**src/rtl/mult_seq_pkg.sv**
```systemverilog
// Shared types and constants for the multi-cycle multiply sequencer.
// State and accumulate-mode encodings live here so core and top agree.
package mult_seq_pkg;

  typedef enum logic [1:0] {
    MultIdle = 2'b00,
    MultBusy = 2'b01,
    MultAcc  = 2'b10,
    MultDone = 2'b11
  } mult_state_e;

  typedef enum logic [1:0] {
    AccNone = 2'b00,
    AccAdd  = 2'b01,
    AccSub  = 2'b10
  } acc_op_e;

  localparam logic [63:0] DoubleZero = 64'd0;

  // The reserved code 2'b11 behaves as a plain multiply.
  function automatic acc_op_e decode_acc(input logic [1:0] code);
    case (code)
      2'b01:   return AccAdd;
      2'b10:   return AccSub;
      default: return AccNone;
    endcase
  endfunction

endpackage

```
**src/rtl/mult_seq_core.sv**
```systemverilog
// Combinational 32x32 -> 64 multiplier: magnitudes are multiplied as
// unsigned shift-add partial products and the sign is applied afterwards.
module mult_core
  import mult_seq_pkg::*;
(
  input  logic [31:0] a,
  input  logic [31:0] b,
  input  logic        signed_op,
  output logic [63:0] product
);

  logic        a_neg;
  logic        b_neg;
  logic [31:0] a_mag;
  logic [31:0] b_mag;
  logic [63:0] pp [32];
  logic [63:0] mag_sum;

  assign a_neg = signed_op & a[31];
  assign b_neg = signed_op & b[31];
  // 0x80000000 negates to itself, which is the correct unsigned magnitude.
  assign a_mag = a_neg ? (~a + 32'd1) : a;
  assign b_mag = b_neg ? (~b + 32'd1) : b;

  genvar gi;
  generate
    for (gi = 0; gi < 32; gi++) begin : g_pp
      assign pp[gi] = b_mag[gi] ? ({32'd0, a_mag} << gi) : DoubleZero;
    end
  endgenerate

  always_comb begin
    mag_sum = DoubleZero;
    for (int i = 0; i < 32; i++) begin
      mag_sum = mag_sum + pp[i];
    end
  end

  assign product = (a_neg ^ b_neg) ? (~mag_sum + 64'd1) : mag_sum;

endmodule

```
**src/rtl/mult_seq.sv**
```systemverilog
// Multi-cycle sequencer for the EX-stage multiplier: latches operands at
// start, stalls EX for the multiply (and optional HI/LO accumulate), then pulses ready.
module mult_seq
  import mult_seq_pkg::*;
#(
  parameter int LATENCY = 3,
  parameter int CNT_W   = 4
) (
  input  logic        clk,
  input  logic        rst,
  input  logic        start_i,
  input  logic        signed_i,
  input  logic [1:0]  acc_op_i,
  input  logic [31:0] opdata1_i,
  input  logic [31:0] opdata2_i,
  input  logic [63:0] hilo_i,
  input  logic        annul_i,
  output logic        stallreq_o,
  output logic        ready_o,
  output logic [63:0] result_o
);

  localparam logic [CNT_W-1:0] CntLast = CNT_W'(LATENCY - 1);

  mult_state_e      state_reg;
  logic [CNT_W-1:0] cnt_reg;
  logic [31:0]      op1_reg;
  logic [31:0]      op2_reg;
  logic             signed_reg;
  acc_op_e          acc_mode_reg;
  logic [63:0]      hilo_reg;
  logic [63:0]      prod_reg;
  logic [63:0]      acc_reg;
  logic [63:0]      product;

  mult_core u_core (
    .a         (op1_reg),
    .b         (op2_reg),
    .signed_op (signed_reg),
    .product   (product)
  );

  always_ff @(posedge clk or negedge rst) begin
    if (!rst) begin
      state_reg    <= MultIdle;
      cnt_reg      <= '0;
      op1_reg      <= '0;
      op2_reg      <= '0;
      signed_reg   <= 1'b0;
      acc_mode_reg <= AccNone;
      hilo_reg     <= DoubleZero;
      prod_reg     <= DoubleZero;
      acc_reg      <= DoubleZero;
    end else if (annul_i) begin
      state_reg    <= MultIdle;
      cnt_reg      <= '0;
      op1_reg      <= '0;
      op2_reg      <= '0;
      signed_reg   <= 1'b0;
      acc_mode_reg <= AccNone;
      hilo_reg     <= DoubleZero;
    end else begin
      case (state_reg)
        MultIdle: begin
          if (start_i) begin
            op1_reg      <= opdata1_i;
            op2_reg      <= opdata2_i;
            signed_reg   <= signed_i;
            acc_mode_reg <= decode_acc(acc_op_i);
            hilo_reg     <= hilo_i;
            cnt_reg      <= '0;
            state_reg    <= MultBusy;
          end
        end
        MultBusy: begin
          cnt_reg <= cnt_reg + 1'b1;
          if (cnt_reg == CntLast) begin
            prod_reg  <= product;
            cnt_reg   <= '0;
            state_reg <= (acc_mode_reg == AccNone) ? MultDone : MultAcc;
          end
        end
        MultAcc: begin
          acc_reg   <= (acc_mode_reg == AccSub) ? (hilo_reg - prod_reg)
                                                : (hilo_reg + prod_reg);
          state_reg <= MultDone;
        end
        default: begin
          state_reg <= MultIdle;
        end
      endcase
    end
  end

  // Stall and ready react combinationally so annul and the start cycle act at once.
  assign stallreq_o = rst & ~annul_i &
                      (((state_reg == MultIdle) & start_i) |
                       (state_reg == MultBusy) |
                       (state_reg == MultAcc));

  assign ready_o  = rst & ~annul_i & (state_reg == MultDone);
  assign result_o = ready_o ? ((acc_mode_reg == AccNone) ? prod_reg : acc_reg)
                            : DoubleZero;

endmodule

```
**config.mk**
```make
export PLATFORM = sky130hd
export DESIGN_NAME = mult_seq
export DESIGN_NICKNAME = d
export VERILOG_FILES = /design/src/rtl/mult_seq_pkg.sv /design/src/rtl/mult_seq_core.sv /design/src/rtl/mult_seq.sv
export SDC_FILE = /design/constraint.sdc
export NUM_CORES = 2
export LEC_CHECK = 0
export CAP_MARGIN = 10
export CORE_ASPECT_RATIO = 0.7
export CORE_MARGIN = 5
export CORE_UTILIZATION = 25
export CTS_CLUSTER_SIZE = 40
export DETAILED_ROUTE_END_ITERATION = 16
export RECOVER_POWER = 25
export SYNTH_ARGS = -nofsm -noshare
export SYNTH_HDL_FRONTEND = slang
export SYNTH_HIERARCHICAL = 1
export SYNTH_SLANG_ARGS = --single-unit
```
**constraint.sdc**
```tcl
create_clock -name clk -period 18.3 [get_ports clk]
set_clock_uncertainty 0.2 [all_clocks]
set_input_delay 1.83 -clock clk [delete_from_list [all_inputs] [get_ports clk]]
set_output_delay 1.83 -clock clk [all_outputs]
set_load 0.005 [all_outputs]
```
== After elaboration in Yosys (flattened, before gate mapping) ==
Index checks and enable logic that the tools add are counted.
Storage, ports and cells
  memory bits (writable): 0
  bits in latches: 0
  bits in registers: 265
  memories: 0
  logic and storage cells: 141
  memory bits (read-only): 0
Cells by class
  add/subtract/negate cells: 37
  multiplexer cells: 63
  multipliers: 0
  $lt $le $gt $ge: 0
  reduce and logical (&&, ||, !) cells: 10
  bitwise operators: 13
  eq/ne operators: 9
  divide/modulo/power cells: 0
  shifts and indexed selects: 0
Operator list (count)
  64-bit adder: 14
  64-bit 2-to-1 mux: 7
  32-bit 2-to-1 mux: 9
  32-bit by 1-bit adder with 32-bit output, second input constant: 2
  64-bit by 1-bit adder with 64-bit output, second input constant: 1
  64-bit by 45-bit adder with 64-bit output: 1
  64-bit by 46-bit adder with 64-bit output: 1
  64-bit by 47-bit adder with 64-bit output: 1
  64-bit by 48-bit adder with 64-bit output: 1
  64-bit by 49-bit adder with 64-bit output: 1
  64-bit by 50-bit adder with 64-bit output: 1
  64-bit by 51-bit adder with 64-bit output: 1
  64-bit by 52-bit adder with 64-bit output: 1
  64-bit by 53-bit adder with 64-bit output: 1
  64-bit by 55-bit adder with 64-bit output: 1
  64-bit by 56-bit adder with 64-bit output: 1
  64-bit by 57-bit adder with 64-bit output: 1
  64-bit by 58-bit adder with 64-bit output: 1
  64-bit by 59-bit adder with 64-bit output: 1
  64-bit by 60-bit adder with 64-bit output: 1
  64-bit by 61-bit adder with 64-bit output: 1
  64-bit by 62-bit adder with 64-bit output: 1
  64-bit by 63-bit adder with 64-bit output: 1
  32-bit inverter: 2
  other kinds (53): 79

== Depth between registers and ports, before layout ==
  depth after elaboration: 38
  mapped depth: 55
  mapped depth without buffers: 53

== By module ==
The synthesis kept the hierarchy.
By module, submodules not included
  mult_core: area each 35848.1 µm², times used 1, cells an instance 4322
  mult_seq: area each 15499.9 µm², times used 1, cells an instance 1641

== Least setup slack after synthesis ==
No wires, ideal clock.
  path type: register -> register
  start point: register op1_reg[9]
  end point: register prod_reg[61]
  data arrival time: 12.862 ns
  path slack: 5.113 ns
  period minus slack after synthesis: 13.187 ns
  stages on the path, launching flop included: 50
  library setup time: 0.125 ns
  path buffers: 2
  path through: dfrtp_1 > clkbuf_1 > or4_1 > nor4_1 > nand3_1 > nor3b_1 > nor2_1 > xnor2_1 > nor2_1 > fa_1 > inv_1 > fa_1 > inv_1 > ha_1 > a21oi_1 > o21ai_0 > a211o_1 > o211ai_1 > [... 14 more ...] > inv_1 > fa_1 > inv_1 > fa_1 > inv_1 > ha_1 > buf_2 > a21oi_1 > o21ai_0 > a2111oi_2 > nand2_1 > a211o_1 > a2111oi_0 > nand4_2 > nor3_4 > a41oi_1 > xor2_1 > mux2_2
On the way
  cells in the longest elaborated chain, start to end: 38
RTL lines
  start: declaration: RTL line mult_seq.sv:27  | logic [31:0] op1_reg;
  start signal: assignment: RTL line mult_seq.sv:66  | op1_reg <= opdata1_i;
  32-bit inverter: RTL line mult_seq_core.sv:22  | assign a_mag = a_neg ? (~a + 32'd1) : a;
  32-bit by 1-bit adder with 32-bit output: RTL line mult_seq_core.sv:22
  32-bit 2-to-1 mux (*): RTL line mult_seq_core.sv:22
  32-bit 2-to-1 mux or 33-bit 2-to-1 mux (tied branches): RTL line mult_seq_core.sv:28  | assign pp[gi] = b_mag[gi] ? ({32'd0, a_mag} << gi) : DoubleZero;
  64-bit adder (12 in series): RTL line mult_seq_core.sv:35  | mag_sum = mag_sum + pp[i];
  64-bit by 45-bit adder with 64-bit output: RTL line mult_seq_core.sv:35
  64-bit by 46-bit adder with 64-bit output: RTL line mult_seq_core.sv:35
  64-bit by 47-bit adder with 64-bit output: RTL line mult_seq_core.sv:35
  [... 12 more ...]
  64-bit by 60-bit adder with 64-bit output: RTL line mult_seq_core.sv:35
  64-bit by 61-bit adder with 64-bit output: RTL line mult_seq_core.sv:35
  64-bit by 62-bit adder with 64-bit output: RTL line mult_seq_core.sv:35
  64-bit by 63-bit adder with 64-bit output (*): RTL line mult_seq_core.sv:35
  64-bit inverter: RTL line mult_seq_core.sv:39  | assign product = (a_neg ^ b_neg) ? (~mag_sum + 64'd1) : mag_sum;
  64-bit by 1-bit adder with 64-bit output: RTL line mult_seq_core.sv:39
  64-bit 2-to-1 mux (*): RTL line mult_seq_core.sv:39
  net product[61]: RTL line mult_seq.sv:34  | logic [63:0] product;
  end signal: assignment: RTL line mult_seq.sv:52  | prod_reg <= DoubleZero;
  end signal: assignment: RTL line mult_seq.sv:78  | prod_reg <= product;
  end: declaration: RTL line mult_seq.sv:32  | logic [63:0] prod_reg;
Mark *: on every way through the listed nets, which the timed path passes. The rest lies on a longest branch.
A chain may end at the register's enable or synchronous reset.

== Worst setup path after layout ==
Same ends and word-level chain as after synthesis.

==> flow_summary.yaml <==
clocking:
  cts_buffers: 36
  clock_latency_ps: 630
  cts_tree: "yes"
  clk_pin_slew_ps: 60
  postCtsSetupRepairBufs: 0
  cts_sinks: 265
  cts_root_buf: "clkbuf_16"
  clockBufferDepth: 3
  hold_buffers: 0
  cts_max_level: 2
  post_cts_resized: 0
timing:
  worst_pin_slew_ps: 3170
  fmax_mhz: 61.8
  setup_viol: 0
  max_slew_margin_pct: -111
  finalHoldViolCount: 0
  maxSlewViolCount: 252
  finalCritPeriodShare_pct: 88.5
  rsz0062_at_grt: "false"
  tns_ps: 0
  fin_crit_ps: 16190
  whs_ps: 278
synth:
  syn_nets: 7327
  ys_seq_elements: 265
  synth.most_common_cell: "nand2_1"
  synth_common_cells: "nand2_1, inv_1, fa_1"
  synthArstFlopShare_pct: 100
  ys_warn_count: 6
  netlist_instances: 5963
  synth_ff_type: "dfrtp_1"
  syn_avg_cell_area_sq_um: 8.61
  synth_top_area_share_pct: 34.1
  synth_cell_types: 100
  synth.area.top_cells: "fa_1, dfrtp_1, ha_1"
  yosys.area.top_type: "fa_1"
  synth_seq_area_share_pct: 12.9
  netlist_area_sq_um: 51300
  synth_edf_count: 0
power:
  power_switching_uw: 6590
  cellLeakagePower_uw: 0.0266
  p_comb_share_pct: 84.5
  power.density_nw_per_um2: 191
  p_clk_share_pct: 7.1
  power.internal_uw: 4580
  peakVddDrop_mv: 0.220
  p_seq_share_pct: 8.4
  swShare_pct: 59.0
job:
  cap_violations: 5
placement:
  gp_congestion: 1.00
  dp_hpwl_um: 155000
  io_buffers: 200
critical_path:
  crit_arrival_ps: 16460
  cpMaxStageDelayCell: "xnor2_1"
  cp_max_fo: 8
  critPathLaunchType: "flip-flop"
  crit_type: "flip-flop to flip-flop"
  slowest_delay_ps: 880
  crit_path_end_kind: "flip-flop"
  required_ps: 18570
  crit_top_cell: "fa_1"
global_route:
  grt_util_all_layers_pct: 17.4
  grt_max_degree: 72
  antenna_found_initial: 10
  grt_first_pass_wirelength_um: 284000
  grt-ovfl-total: 0
  grt_pass1_vias: 43210
die:
  die_x_um: 552
  die_area_sq_um: 215000
  die-height_um: 389
  ios: 201
  rows: 139
  core_area_sq_um: 205000
  start_util_pct: 25.1
drt:
  avgViaCountPerCell: 4.87
  drc_errors: 0
  drt_first_pass_iters: 6
  vias: 42948
  wl_met1_um: 87600
  wire_per_inst_um: 21.4
  drt-total-wl_um: 189000
  wl_met2_um: 75400
  route.top_layer_used: "met5"
  ant_nets: 0
  first_iter_violations: 4053
  routed-wl-met3_um: 21400
outcome:
  violations: "capacitance limit, slew limit"
  outcome: "finished, violations left"
cells_and_area:
  ff_latch_area_sq_um: 6630
  drive_above_1_share_pct: 6.21
  n_fill_cell: 21791
  nNetsFinal: 7403
  syn_to_final_growth_pct: 13.9
  multiInputGateArea_sq_um: 40700
hold_path:
  worstHoldPathType: "flip-flop to flip-flop"
-- per-stage QoR --
stage | total power [uW] | setup slack (ps) | instance area (sq um) | cells | util, %
2_1_floorplan | 7520 | 5110 | 51300 | 5963 | -
3_3_place_gp | 10100 | 2990 | 57300 | 8750 | 28.0
3_5_place_dp | 10100 | 2630 | 57300 | 8750 | 28.0
4_1_cts | 11000 | 2570 | 58500 | 8816 | 28.6
5_1_grt | 12100 | 1330 | 58500 | 8817 | 28.6
6_report | 11200 | 2110 | 58500 | 8819 | 28.6
-- cell type report --
class / count / area share (%)
Clock buffer: 43 / 1.67
Antenna cell: 3 / 0.0128
Multi-Input combinational cell: 4468 / 69.6
Timing Repair Buffer: 315 / 4.87
Tap cell: 2749 / 5.88
Clock inverter: 23 / 0.505
Sequential cell: 265 / 11.3
Inverter: 953 / 6.11
-- routing by layer --
layer  GRT usage, %  vias up
met2           24.1     1803
met3           5.64      210
li1               -    19000
met4           3.39        6
met5              0        -
met1           26.1    21929
-- cell families after synthesis --
group,synth area share [%]
AND/OR/NAND/NOR,15.8
buffers and inverters,9.05
adder cells (fa/ha/maj),42.7
AO/OA/AOI/OAI,11.9
XOR/XNOR,6.17
flip-flops,12.9
multiplexers,1.46
-- power by group through the flow --
stage	sequential (uW)	combinational, uW	clock [uW]
2_1_floorplan	858	6670	0
3_3_place_gp	944	9160	0
3_5_place_dp	949	9200	0
4_1_cts	940	9260	815
5_1_grt	960	10300	837
6_report	940	9430	796
-- critical path: cells and delay by family, from the launching register on --
| family | cells | cell delay [ps] |
|---|---|---|
| adder cells (fa/ha/maj) | 12 | 5500 |
| AND/OR/NAND/NOR | 11 | 3600 |
| AO/OA/AOI/OAI | 14 | 4050 |
| buffers and inverters | 7 | 370 |
| flip-flops | 1 | 480 |
| XOR/XNOR | 4 | 1540 |
| multiplexers | 1 | 260 |
-- worst paths after layout --
kind | from | to | slack [ps] | depth (start not counted)
worst max-delay path | op1_reg[9] | prod_reg[61] | 2110 | 49
worst min-delay path | acc_reg[7] | acc_reg[7] | 280 | 2
worst max register to register | op1_reg[9] | prod_reg[61] | 2110 | 49
worst min register to register | acc_reg[7] | acc_reg[7] | 280 | 2
max in group asynchronous | rst | hilo_reg[60] | 9240 | 4
min in group asynchronous | rst | hilo_reg[4] | 2080 | 1
-- placed cells by master (no fill, tap or decap), types with 9 or more instances in the layout --
master / count
nand2_1: 1095
inv_1: 953
fa_1: 875
nor2_1: 425
ha_1: 354
a21oi_1: 271
dfrtp_1: 265
clkdlybuf4s50_1: 198
o21ai_0: 192
xnor2_1: 163
xor2_1: 133
a22o_1: 130
buf_4: 113
a21o_1: 83
mux2_2: 65
nor3_1: 51
and2_1: 39
clkbuf_16: 37
nand3_1: 35
o31ai_1: 31
xor2_2: 30
nor2b_1: 29
nand2b_1: 28
and3_1: 28
o21bai_1: 28
nand4_1: 27
or3_1: 26
xnor2_2: 26
a31oi_1: 25
nor4_1: 21
a211oi_1: 20
o21a_1: 16
or2_2: 13
or4_1: 13
o211ai_1: 13
o41ai_1: 10
a41oi_1: 9
a211o_1: 9
Power figures use the tool's default switching activity.
